`src/rtl/ship_figure_server_if.sv`:
```
// Figure/board interface between the drawer + game logic (master) and the
// ship_figure_server responder (slave).
// Optional macro SHIP_HIDE_EN adds the hide_ships input used for the
// opponent's board.
interface ship_figure_server_if;
    logic [5:0]  figure_xy;
    logic [4:0]  figure_line;
    logic [63:0] figure_pixels;
    logic        cell_wr_valid;
    logic        cell_wr_ready;
    logic [5:0]  cell_wr_addr;
    logic [1:0]  cell_wr_state;
    logic        clear_req;
    logic        busy;

`ifdef SHIP_HIDE_EN
    logic        hide_ships;

    modport master (
        output figure_xy, figure_line, cell_wr_valid, cell_wr_addr,
               cell_wr_state, clear_req, hide_ships,
        input  figure_pixels, cell_wr_ready, busy
    );

    modport slave (
        input  figure_xy, figure_line, cell_wr_valid, cell_wr_addr,
               cell_wr_state, clear_req, hide_ships,
        output figure_pixels, cell_wr_ready, busy
    );
`else
    modport master (
        output figure_xy, figure_line, cell_wr_valid, cell_wr_addr,
               cell_wr_state, clear_req,
        input  figure_pixels, cell_wr_ready, busy
    );

    modport slave (
        input  figure_xy, figure_line, cell_wr_valid, cell_wr_addr,
               cell_wr_state, clear_req,
        output figure_pixels, cell_wr_ready, busy
    );
`endif
endinterface

```
`src/rtl/ship_figure_server.sv`:
```
// ship_figure_server: holds the 8x8 battleship board (2 bits per cell) and
// serves one 32-pixel, 2-bpp sprite line per cycle through a 2-stage read
// pipeline. Game logic writes cells via a valid/ready port; a clear FSM
// sweeps all 64 cells back to EMPTY on request.
// Optional macro SHIP_HIDE_EN: adds hide_ships; when high, SHIP cells render
// as EMPTY while HIT and MISS render normally.
module ship_figure_server #(
    parameter int SHIP_MARGIN = 4,
    parameter int MISS_LO     = 12,
    parameter int MISS_HI     = 19
) (
    input  logic                  clk,
    input  logic                  rst,
    ship_figure_server_if.slave   bus
);

    typedef enum logic [1:0] {
        CELL_EMPTY = 2'd0,
        CELL_SHIP  = 2'd1,
        CELL_HIT   = 2'd2,
        CELL_MISS  = 2'd3
    } cell_t;

    typedef enum logic {
        IDLE,
        CLEAR
    } fsm_t;

    // Builds a sprite line with 'code' on pixels lo..hi and 00 elsewhere.
    function automatic logic [63:0] span_line(int lo, int hi, logic [1:0] code);
        logic [63:0] line_bits;
        line_bits = '0;
        for (int p = 0; p < 32; p++) begin
            if (p >= lo && p <= hi) line_bits[63-2*p -: 2] = code;
        end
        return line_bits;
    endfunction

    localparam logic [63:0] BODY_LINE  = span_line(SHIP_MARGIN, 31 - SHIP_MARGIN, 2'b01);
    localparam logic [63:0] MISS_LINE  = span_line(MISS_LO, MISS_HI, 2'b10);
    localparam logic [4:0]  BODY_FIRST = 5'(SHIP_MARGIN);
    localparam logic [4:0]  BODY_LAST  = 5'(31 - SHIP_MARGIN);
    localparam logic [4:0]  MISS_FIRST = 5'(MISS_LO);
    localparam logic [4:0]  MISS_LAST  = 5'(MISS_HI);

    cell_t       board [64];
    cell_t       cell_state_q;
    fsm_t        state;
    logic [5:0]  sweep;
    logic        busy_q;
    logic        ready_q;
    logic [63:0] pixels_q;
    logic [63:0] sprite_next;
    logic [63:0] hit_diag;
    logic        body_row;
    logic        miss_row;
    logic        hide;

`ifdef SHIP_HIDE_EN
    assign hide = bus.hide_ships;
`else
    assign hide = 1'b0;
`endif

    assign body_row = (bus.figure_line >= BODY_FIRST) && (bus.figure_line <= BODY_LAST);
    assign miss_row = (bus.figure_line >= MISS_FIRST) && (bus.figure_line <= MISS_LAST);

    // Stage-2 sprite selection from the latched cell state and the current line.
    always_comb begin
        // NOTE: every output of a combinational block gets a default first,
        // otherwise paths that skip an assignment infer a latch.
        sprite_next = '0;
        // Diagonals: pixel l sits at bits [63-2l:62-2l], pixel 31-l at [2l+1:2l].
        hit_diag = (64'h3 << (6'd62 - {bus.figure_line, 1'b0}))
                 | (64'h3 << {bus.figure_line, 1'b0});
        case (cell_state_q)
            CELL_SHIP: if (body_row && !hide) sprite_next = BODY_LINE;
            // Both diagonal pixels of a body row fall inside the body columns.
            CELL_HIT:  if (body_row) sprite_next = BODY_LINE | hit_diag;
            CELL_MISS: if (miss_row) sprite_next = MISS_LINE;
            default:   sprite_next = '0;
        endcase
    end

    // Read pipeline: stage 1 looks up the cell, stage 2 registers the sprite line.
    always_ff @(posedge clk or posedge rst) begin
        if (rst) begin
            cell_state_q <= CELL_EMPTY;
            pixels_q     <= '0;
        end else begin
            // NOTE: non-blocking assignment samples board before this edge's
            // write lands, so a same-cycle write/read returns the old value.
            cell_state_q <= board[bus.figure_xy];
            pixels_q     <= sprite_next;
        end
    end

    // Board storage, write port and clear-sweep FSM with registered busy/ready.
    always_ff @(posedge clk or posedge rst) begin
        if (rst) begin
            // NOTE: the board is a small flop array, so it is reset directly;
            // this is what lets a mid-sweep reset leave every cell EMPTY.
            for (int i = 0; i < 64; i++) board[i] <= CELL_EMPTY;
            state   <= IDLE;
            sweep   <= '0;
            busy_q  <= 1'b0;
            ready_q <= 1'b0;
        end else begin
            case (state)
                IDLE: begin
                    if (bus.cell_wr_valid && ready_q)
                        board[bus.cell_wr_addr] <= cell_t'(bus.cell_wr_state);
                    if (bus.clear_req) begin
                        state   <= CLEAR;
                        sweep   <= '0;
                        busy_q  <= 1'b1;
                        ready_q <= 1'b0;
                    end else begin
                        ready_q <= 1'b1;
                    end
                end
                CLEAR: begin
                    // clear_req is ignored here; the sweep is never restarted.
                    board[sweep] <= CELL_EMPTY;
                    sweep        <= sweep + 6'd1;
                    if (sweep == 6'd63) begin
                        state   <= IDLE;
                        busy_q  <= 1'b0;
                        ready_q <= 1'b1;
                    end
                end
                default: state <= IDLE;
            endcase
        end
    end

    assign bus.figure_pixels = pixels_q;
    assign bus.busy          = busy_q;
    assign bus.cell_wr_ready = ready_q;

endmodule

```
`src/flat_wrapper.sv`:
```
// flat-port wrapper written by rule: the top's interface ports become plain ports
module ship_figure_server_flat 
#(
    parameter int SHIP_MARGIN = 4,
    parameter int MISS_LO     = 12,
    parameter int MISS_HI     = 19
)
  (clk, rst, bus_figure_xy, bus_figure_line, bus_cell_wr_valid, bus_cell_wr_addr, bus_cell_wr_state, bus_clear_req, bus_figure_pixels, bus_cell_wr_ready, bus_busy);
  ship_figure_server_if bus_i ();
  input  logic clk;
  input  logic rst;
  input wire logic [$bits(bus_i.figure_xy)-1:0] bus_figure_xy;
  input wire logic [$bits(bus_i.figure_line)-1:0] bus_figure_line;
  input wire logic [$bits(bus_i.cell_wr_valid)-1:0] bus_cell_wr_valid;
  input wire logic [$bits(bus_i.cell_wr_addr)-1:0] bus_cell_wr_addr;
  input wire logic [$bits(bus_i.cell_wr_state)-1:0] bus_cell_wr_state;
  input wire logic [$bits(bus_i.clear_req)-1:0] bus_clear_req;
  output wire logic [$bits(bus_i.figure_pixels)-1:0] bus_figure_pixels;
  output wire logic [$bits(bus_i.cell_wr_ready)-1:0] bus_cell_wr_ready;
  output wire logic [$bits(bus_i.busy)-1:0] bus_busy;
  assign bus_i.figure_xy = bus_figure_xy;
  assign bus_i.figure_line = bus_figure_line;
  assign bus_i.cell_wr_valid = bus_cell_wr_valid;
  assign bus_i.cell_wr_addr = bus_cell_wr_addr;
  assign bus_i.cell_wr_state = bus_cell_wr_state;
  assign bus_i.clear_req = bus_clear_req;
  assign bus_figure_pixels = bus_i.figure_pixels;
  assign bus_cell_wr_ready = bus_i.cell_wr_ready;
  assign bus_busy = bus_i.busy;
  ship_figure_server #(.SHIP_MARGIN(SHIP_MARGIN), .MISS_LO(MISS_LO), .MISS_HI(MISS_HI)) u_core (.clk(clk), .rst(rst), .bus(bus_i));
endmodule
```
`config.mk`:
```
export PLATFORM = sky130hd
export DESIGN_NAME = ship_figure_server_flat
export DESIGN_NICKNAME = d
export VERILOG_FILES = /design/src/rtl/ship_figure_server_if.sv /design/src/rtl/ship_figure_server.sv /design/src/flat_wrapper.sv
export SDC_FILE = /design/constraint.sdc
export NUM_CORES = 1
export LEC_CHECK = 0
export ABC_CLOCK_PERIOD_IN_PS = 5100
export BUFFER_PORTS_ARGS = -buffer_cell sky130_fd_sc_hd__buf_2
export CAP_MARGIN = 20
export CORE_MARGIN = 4
export CORE_UTILIZATION = 60
export CTS_BUF_LIST = sky130_fd_sc_hd__clkbuf_16
export CTS_CLUSTER_DIAMETER = 100
export DETAILED_ROUTE_END_ITERATION = 7
export PLACE_DENSITY_LB_ADDON = 0.25
export SYNTH_ARGS = -nofsm -noshare
export SYNTH_HDL_FRONTEND = slang
export SYNTH_SLANG_ARGS = --single-unit
export TNS_END_PERCENT = 10
```
`constraint.sdc`:
```
create_clock -name clk -period 5.1 [get_ports clk]
set_input_delay 0.255 -clock clk [delete_from_list [all_inputs] [get_ports clk]]
set_output_delay 0.255 -clock clk [all_outputs]
set_load 0.1 [all_outputs]
```
* Yosys cells after proc, flatten, opt, wreduce, memory -nomap -nowiden
Cells that the tools add are included.
** Word-level totals
- Memories :: 0
- Bits in registers :: 203
- RAM bits :: 0
- ROM bits :: 0
- Input port bits :: 23
- Bits in latches :: 0
** Cells by class
- Reduce and logical (&&, ||, !) cells :: 6
- $mul :: 0
- Add/subtract/negate cells :: 2
- Shift-type cells :: 2
- Magnitude comparators :: 9
- Divide/modulo/power cells :: 0
- Multiplexer cells :: 25
- Bitwise operators :: 7
- Eq/ne operators :: 7
** Operators by type and width (number)
- $pmux W128 S2 :: 1
- $pmux W64 S3 :: 1
- $and A128 B128 Y128 :: 1
- $bwmux W128 :: 1
- $mux W128 :: 1
- $not A128 Y128 :: 1
- $shl A2 B6 Y64 const A :: 2
- $mux W64 :: 1
- $or A64 B64 Y64 :: 1
- $mux W55 :: 1
- $mux W40 :: 1
- $demux W2 S6 :: 2
- $ge A7 B7 Y1 const B :: 3
- $not A6 Y7 :: 3
- $lt A7 B1 Y1 const B :: 2
- $bmux W2 S6 :: 1
- $pmux W6 S2 :: 1
- $le A5 B5 Y1 const B :: 2
- $mux W2 :: 4
- $add A6 B1 Y6 const B :: 1
- $eq A6 B6 Y1 const B :: 1
- $mux W1 :: 6
- $mux W6 :: 1
- $pmux W1 S2 :: 3
- 10 further kinds :: 16

* Depth between registers and ports, before layout
Gate-level depths: netlist of the first run.
- Depth after elaboration :: 8
- Depth in mapped cells :: 8
- Mapped depth without buffers :: 5

* Worst setup path after synthesis of the first run
No wires, ideal clock.
- Path type :: register -> register
- Start point :: register u_core.ready_q (netlist: u_core.bus.cell_wr_ready)
- End point :: register u_core.board[112] (netlist name)
- Cell stages (with the launch flop) :: 7
- Path buffers :: 1
- Setup slack :: 2.707 ns
- Clock period less this slack :: 2.393 ns
- Arrival time :: 2.272 ns
- Required time :: 4.980 ns
- Library setup time :: 0.120 ns
- Cells stage by stage :: dfrtp_1 nand2_1 or3_1 nor3_2 clkbuf_1 nand2_1 a31o_2
** On the way
- Word-level cells in the longest chain between the ends :: 2
** Ends and longest elaborated chain
- start: declaration :: RTL line ship_figure_server.sv:51 : logic ready_q;
- start signal: assignment :: RTL line ship_figure_server.sv:107 : ready_q <= 1'b0;
- start signal: assignment :: RTL line ship_figure_server.sv:117 : ready_q <= 1'b0;
- start signal: assignment :: RTL line ship_figure_server.sv:119 : ready_q <= 1'b1;
- $logic_and A1 B1 Y1 :: RTL line ship_figure_server.sv:111 : if (bus.cell_wr_valid && ready_q)
- $ne A2 B1 Y1 (no line)
- end signal: indexed assignment :: RTL line ship_figure_server.sv:112 : board[bus.cell_wr_addr] <= cell_t'(bus.cell_wr_state);
- end: declaration :: RTL line ship_figure_server.sv:46 : cell_t board [64];
Every way passes these cells.
A chain may end at the register's enable or synchronous reset.

* Final worst setup path of the first run
- Start point :: register u_core.state
- End point :: register u_core.board[92] (netlist name)
** On the way
- Word-level cells in the longest chain between the ends :: 2
- Elaborated cells between the ends (all ways) :: 3
** Ends and longest elaborated chain
- start: declaration :: RTL line ship_figure_server.sv:48 : fsm_t state;
- start signal: assignment :: RTL line ship_figure_server.sv:104 : state <= IDLE;
- start signal: assignment :: RTL line ship_figure_server.sv:114 : state <= CLEAR;
- start signal: assignment :: RTL line ship_figure_server.sv:127 : state <= IDLE;
- $not A1 Y1 :: RTL line ship_figure_server.sv:109 : case (state)
- $pmux W128 S2 or $ne A2 B1 Y1 (tied branches)
Parallel ways exist; a longest one is shown, timed or not.

==> results of run 1 <==
[state kept, by name, summed over array words and instances (netlist names)]
signal,cells
u_core.sweep,6
u_core.bus.figure_pixels,17
u_core.state,1
u_core.cell_state_q,2
u_core.bus.busy,1
u_core.board,128
u_core.bus.cell_wr_ready,1
[per-stage QoR]
stage / instance area [sq um] / hold slack [ns] / total power, uW / util / worst slack [ns]
2_1_floorplan: 8550 / 0.362 / 3160 / - / 0.638
3_3_place_gp: 8670 / 0.473 / 3390 / 0.622 / 2.52
3_5_place_dp: 8700 / 0.483 / 3420 / 0.624 / 2.47
4_1_cts: 9260 / 0.0236 / 4670 / 0.665 / 2.46
5_1_grt: 9300 / 0.0595 / 4880 / 0.667 / 2.71
6_report: 9300 / 0.0270 / 4680 / 0.667 / 2.80
[report_power, final]
group / switching [uW] / internal, uW / leakage, uW / total, uW
clock: 492 / 750 / 0.000295 / 1240
combinational: 1280 / 386 / 0.00213 / 1670
sequential: 241 / 1520 / 0.00193 / 1760
total: 2020 / 2660 / 0.00435 / 4680
[layout by cell type, fill, tap and decap left out, types with 5 or more instances in the layout]
| cell type | instances |
|---|---|
| a21oi_1 | 6 |
| a22oi_1 | 10 |
| a31o_1 | 7 |
| a31o_2 | 41 |
| and3_1 | 55 |
| buf_2 | 89 |
| buf_4 | 9 |
| clkbuf_16 | 17 |
| dfrtp_1 | 156 |
| inv_1 | 11 |
| mux4_2 | 32 |
| nand2_1 | 230 |
| nand2b_1 | 6 |
| nand3_1 | 57 |
| nand3b_1 | 5 |
| nor2_1 | 71 |
| nor2b_1 | 7 |
| nor3_1 | 8 |
| o21ai_0 | 74 |
[per-layer routing]
metal | global-route usage | part of all wire | vias up
li1 | - | - | 3266
met1 | 0.386 | 0.41 | 3536
met2 | 0.440 | 0.48 | 325
met3 | 0.0648 | 0.084 | 36
met4 | 0.0921 | 0.019 | 0
met5 | 0 | 0 | -
[final cells by class]
| cell class | instances | area [sq um] |
|---|---|---|
| Fill cell | 1063 | 4630 |
| Sequential cell | 156 | 3900 |
| Timing Repair Buffer | 103 | 574 |
| Clock inverter | 15 | 140 |
| Multi-Input combinational cell | 666 | 4000 |
| Inverter | 8 | 35.0 |
| Clock buffer | 17 | 425 |
| Tap cell | 180 | 225 |
[synth_stat cells (4+ instances only)]
library cell / instances
clkbuf_1: 46
o22ai_1: 4
nor2b_1: 7
dfrtp_1: 156
buf_4: 49
a31o_2: 41
mux4_2: 32
nand2_1: 230
nor3b_1: 4
a21oi_1: 6
a221oi_1: 4
o21ai_0: 74
or3_1: 4
nand3_1: 57
nor2_1: 71
nor3_1: 8
nand3b_1: 5
and3_1: 55
a22o_1: 4
a22oi_1: 10
nand2b_1: 6
inv_1: 8
a31o_1: 7
buf_2: 6
[cells by family (layout without fill, tap and decap cells)]
kind of cell               count (synthesis)  in the layout
AOI/OAI and AO/OA                        164            164
buffers and inverters                    114            143
DFF                                      156            156
muxes                                     34             34
other                                      1              4
adders and majority gates                  1              1
and+or+nand+nor                          462            462
xor gates and xnor gates                   1              1
[worst paths after layout]
check                                                 to  slack [ns]  cells after the start
min in group asynchronous   u_core.board[63]$_DFFE_PP0P_        0.04                      2
max in group asynchronous   u_core.board[80]$_DFFE_PP0P_        3.84                      3
setup reg to reg            u_core.board[92]$_DFFE_PP0P_        2.80                      4
hold / removal               u_core.sweep[1]$_DFFE_PP0P_        0.03                      2
setup / recovery            u_core.board[92]$_DFFE_PP0P_        2.80                      4
hold reg to reg            u_core.board[106]$_DFFE_PP0P_        0.51                      2
[worst max-delay path, cell delays in order, from the launching register on]
cell      delay, ns
dfrtp_1        0.59
nand2b_1       0.22
nor2_1         0.86
nand2_1        0.20
a31o_2         0.32
==> reports/metrics.csv, run 1 <==
metric,value,unit
outcome,finished clean,
htree depth,4,
Post-Synth XOR/XNOR Area,0.00103,
CP Data Required Time,5.43,ns
CP endpoint kind,register,
Max Cap Violations,0,
die area,16200,sq um
post-route setup TNS,0,ns
Crit path arrival time,2.62,ns
CTS sink cnt,156,
largest family of logic cells by synthesized area,simple AND/OR/NAND/NOR gates,
Setup Buffers After CTS,0,
crit path from,u_core.state$_DFF_PP0_,
reg2reg start,u_core.state$_DFF_PP0_,
largest net degree at the start of global routing,109,
routed wire length,22000,um
Max Freq,435,MHz
Buffers on Ports,88,
Netlist cell types,50,
kind of critical path,register to register,
Slew HR,0.290,
multiplexer share of the synthesized area,0.0886,
share of the synthesized area in the top cell type,0.457,
I/O pin total,89,
Detailed Place HPWL,14500,um
critical path peak fanout,14,
simple-gate portion of the synthesized area,0.246,
post-synthesis sequential area ratio,0.457,
final hold violation count,0,
Synth Instances,933,
Initial Util,0.613,
register bit total from synthesis,156,
largest cells by area after synthesis,"dfrtp_1 46%, nand2_1 10%, mux4_2 8.4%",
Hold Buf Count CTS,0,
total gr overflow,0,
final max-slew violation count,0,
core region area,13900,sq um
crit path launch type,register,
worst clock skew,0.00571,ns
vias in the first global route,6724,
initial DRC count,721,
final setup fails,0,
Post-synth EDFFs,0,
post-cts sizing count,0,
fraction of layout cells with a size suffix above 1,0.215,
"Period Utilization, post-route",0.450,
unrepaired setup endpoints after global routing,false,
ANT nets after route,0,
Hold Startpoint,bus_clear_req,
Power Dens Cells,503,nW/um^2
Least-Margin Pin Slew,1.06,ns
Synth Cell Area,8540,sq um
# diodes,0,
Clock Latency Late Sink,0.44,ns
initial antenna violation count,0,
Leak Pwr,0.00435,uW
# rows,43,
synth warn,0,
Placed Instances,1110,
DR vias/cell,6.26,
Die Ht,127,um
first-pass GRT wire length,35500,um
Area Growth Syn to Fin,8.91,%
cell taking the most area after synthesis,dfrtp_1,
Max VDD drop,0.000464,V
Clk Tree Root Cell,clkbuf_16,
ys flop type,dfrtp_1,
overall global routing resource usage,0.279,
post-synthesis adder-cell area fraction,0.00147,
Num CTS Buffers,17,
Pre-antenna DRT Iters,5,
final net count,976,
Hold WC Path Type,input port to register,
via count,7163,
Post-Syn Area per Cell,9.15,sq um
"FFs w/ async S/R, synth",1.00,
RePlAce Congestion,0.914,
drt wl/cell,19.2,um
"CTS clk-pin slew, worst paths",0.06,ns
post-synthesis compound-gate area fraction,0.129,
CTS tree,built,
Final min period,2.30,ns
Die Width,127,um
DRC,0,
Max clock buf depth,2,
Layout Cells excl Fill,1145,
Note: power is estimated with default switching activity, not from simulation.
==> run 2, diff against run 1 <==
Settings changed: ABC_CLOCK_PERIOD_IN_PS 5100 to 2300.
Clock period 5.1 ns to 2.3 ns, I/O delays scaled along.
==> reports/metrics.csv, run 2 (synthesis results as in run 1) <==
metric,value,unit
Least-Margin Pin Slew,0.680,ns
internal cell power,5890,uW
htree depth,4,
CTS tree,built,
kind of critical path,register to register,
Slew HR,0.547,
crit path launch type,register,
# rows,43,
largest net degree at the start of global routing,57,
reg2reg start,u_core.bus.cell_wr_ready$_DFFE_PP0P_,
GR peak layer,met2,
total gr overflow,0,
met3 usage,0.0824,
overall global routing resource usage,0.302,
Leak Pwr,0.00442,uW
"most common cell after layout, fill and taps aside",nand2_1,
"Period Utilization, post-route",0.815,
Initial Util,0.613,
Max Cap Violations,0,
Area Growth Syn to Fin,10.6,%
Clock Latency Late Sink,0.43,ns
Die Width,127,um
first-pass GRT wire length,37800,um
post-route setup TNS,0,ns
routed wire length,23200,um
Biggest register,u_core.board,
"CTS clk-pin slew, worst paths",0.06,ns
met1 Resource Use GR,0.396,
initial DRC count,793,
Max clock buf depth,2,
unrepaired setup endpoints after global routing,false,
Final min period,1.88,ns
via count,7349,
Clk pwr share,0.253,
Hold WC Path Type,input port to register,
CTS sink cnt,156,
Psw,4530,uW
max reg flops,128,
Max Freq,533,MHz
post-place setup slack,0.369,ns
Pre-antenna DRT Iters,5,
Buffers on Ports,88,
vias in the first global route,7157,
outcome,finished clean,
ANT nets after route,0,
Clk Tree Root Cell,clkbuf_16,
total power,10400,uW
crit path from,u_core.bus.cell_wr_ready$_DFFE_PP0P_,
CP endpoint kind,register,
die area,16200,sq um
most frequent cells in the layout,"230 x nand2_1, 156 x dfrtp_1, 88 x buf_2",
Power Dens Cells,1100,nW/um^2
Setup Buffers After CTS,0,
Detailed Place HPWL,15800,um
M2 GR Usage,0.470,
final net count,993,
CP Data Required Time,2.62,ns
Max VDD drop,0.000790,V
final worst setup slack,0.425,ns
Worst R2R Setup Slack,0.42,ns
final max-slew violation count,0,
Die Ht,127,um
core region area,13900,sq um
initial antenna violation count,0,
Hold Buf Count CTS,2,
register share of total power,0.373,
Crit path arrival time,2.19,ns
final hold violation count,0,
# diodes,0,
final setup fails,0,
RePlAce Congestion,0.905,
worst clock skew,0.00659,ns
fraction of layout cells with a size suffix above 1,0.228,
DRC,0,
post-cts sizing count,0,
Combinational Power Share,0.374,
drt wl/cell,20.0,um
critical path peak fanout,24,
I/O pin total,89,
Switching Fraction,0.435,
Hold Startpoint,bus_figure_line[0],
Num CTS Buffers,17,
DR vias/cell,6.34,
==> run 2: critical path, stage by stage, from the launching register on <==
cell and delay [ns]:
dfrtp_1 0.38, nand2_1 0.08, or3_1 0.40, nor3b_2 0.20, buf_4 0.28, nand2_1 0.13
a31o_2 0.28
==> run 2: layer usage <==
layer  wire length (um)  vias up
li1                   -     3306
met1               9050     3581
met2              10900      393
met3               2360       67
met4                889        2
met5                 46        -
==> run 2: layout make-up <==
cell class | instances | area (sq um)
flip-flops and latches | 156 | 3900
fillers | 1076 | 4490
well taps | 180 | 225
repair buffers | 120 | 748
inverters | 8 | 33.8
clock inverters | 13 | 111
clock buffers | 17 | 425
multi-input cells | 666 | 4000
==> run 2: metrics by stage <==
stage / hold WS [ns] / cell area, sq um / cells / util
after global routing: 0.0784 / 9440 / 1160 / 0.678
after global placement: 0.242 / 8890 / 1128 / 0.638
after detailed placement: 0.243 / 8890 / 1128 / 0.638
after floorplan: 0.222 / 8550 / 936 / -
after CTS: 0.0670 / 9440 / 1160 / 0.678
final: 0.0770 / 9440 / 1160 / 0.678
==> run 2: worst paths after layout <==
check | depth (start not counted) | to
max | 6 | u_core.board[84]$_DFFE_PP0P_
min | 3 | u_core.bus.figure_pixels[41]$_DFF_PP0_
max reg2reg | 6 | u_core.board[84]$_DFFE_PP0P_
min reg2reg | 2 | u_core.board[105]$_DFFE_PP0P_
max in group asynchronous | 4 | u_core.board[1]$_DFFE_PP0P_
min in group asynchronous | 3 | u_core.bus.figure_pixels[54]$_DFF_PP0_
==> run 2: power groups by stage <==
stage          Clock, uW  Sequential, uW  Combinational, uW
2_1_floorplan          0            3960               3040
3_3_place_gp           0            3900               3800
3_5_place_dp           0            3910               3860
4_1_cts             2660            3870               3870
5_1_grt             2780            3970               4140
6_report            2630            3890               3900
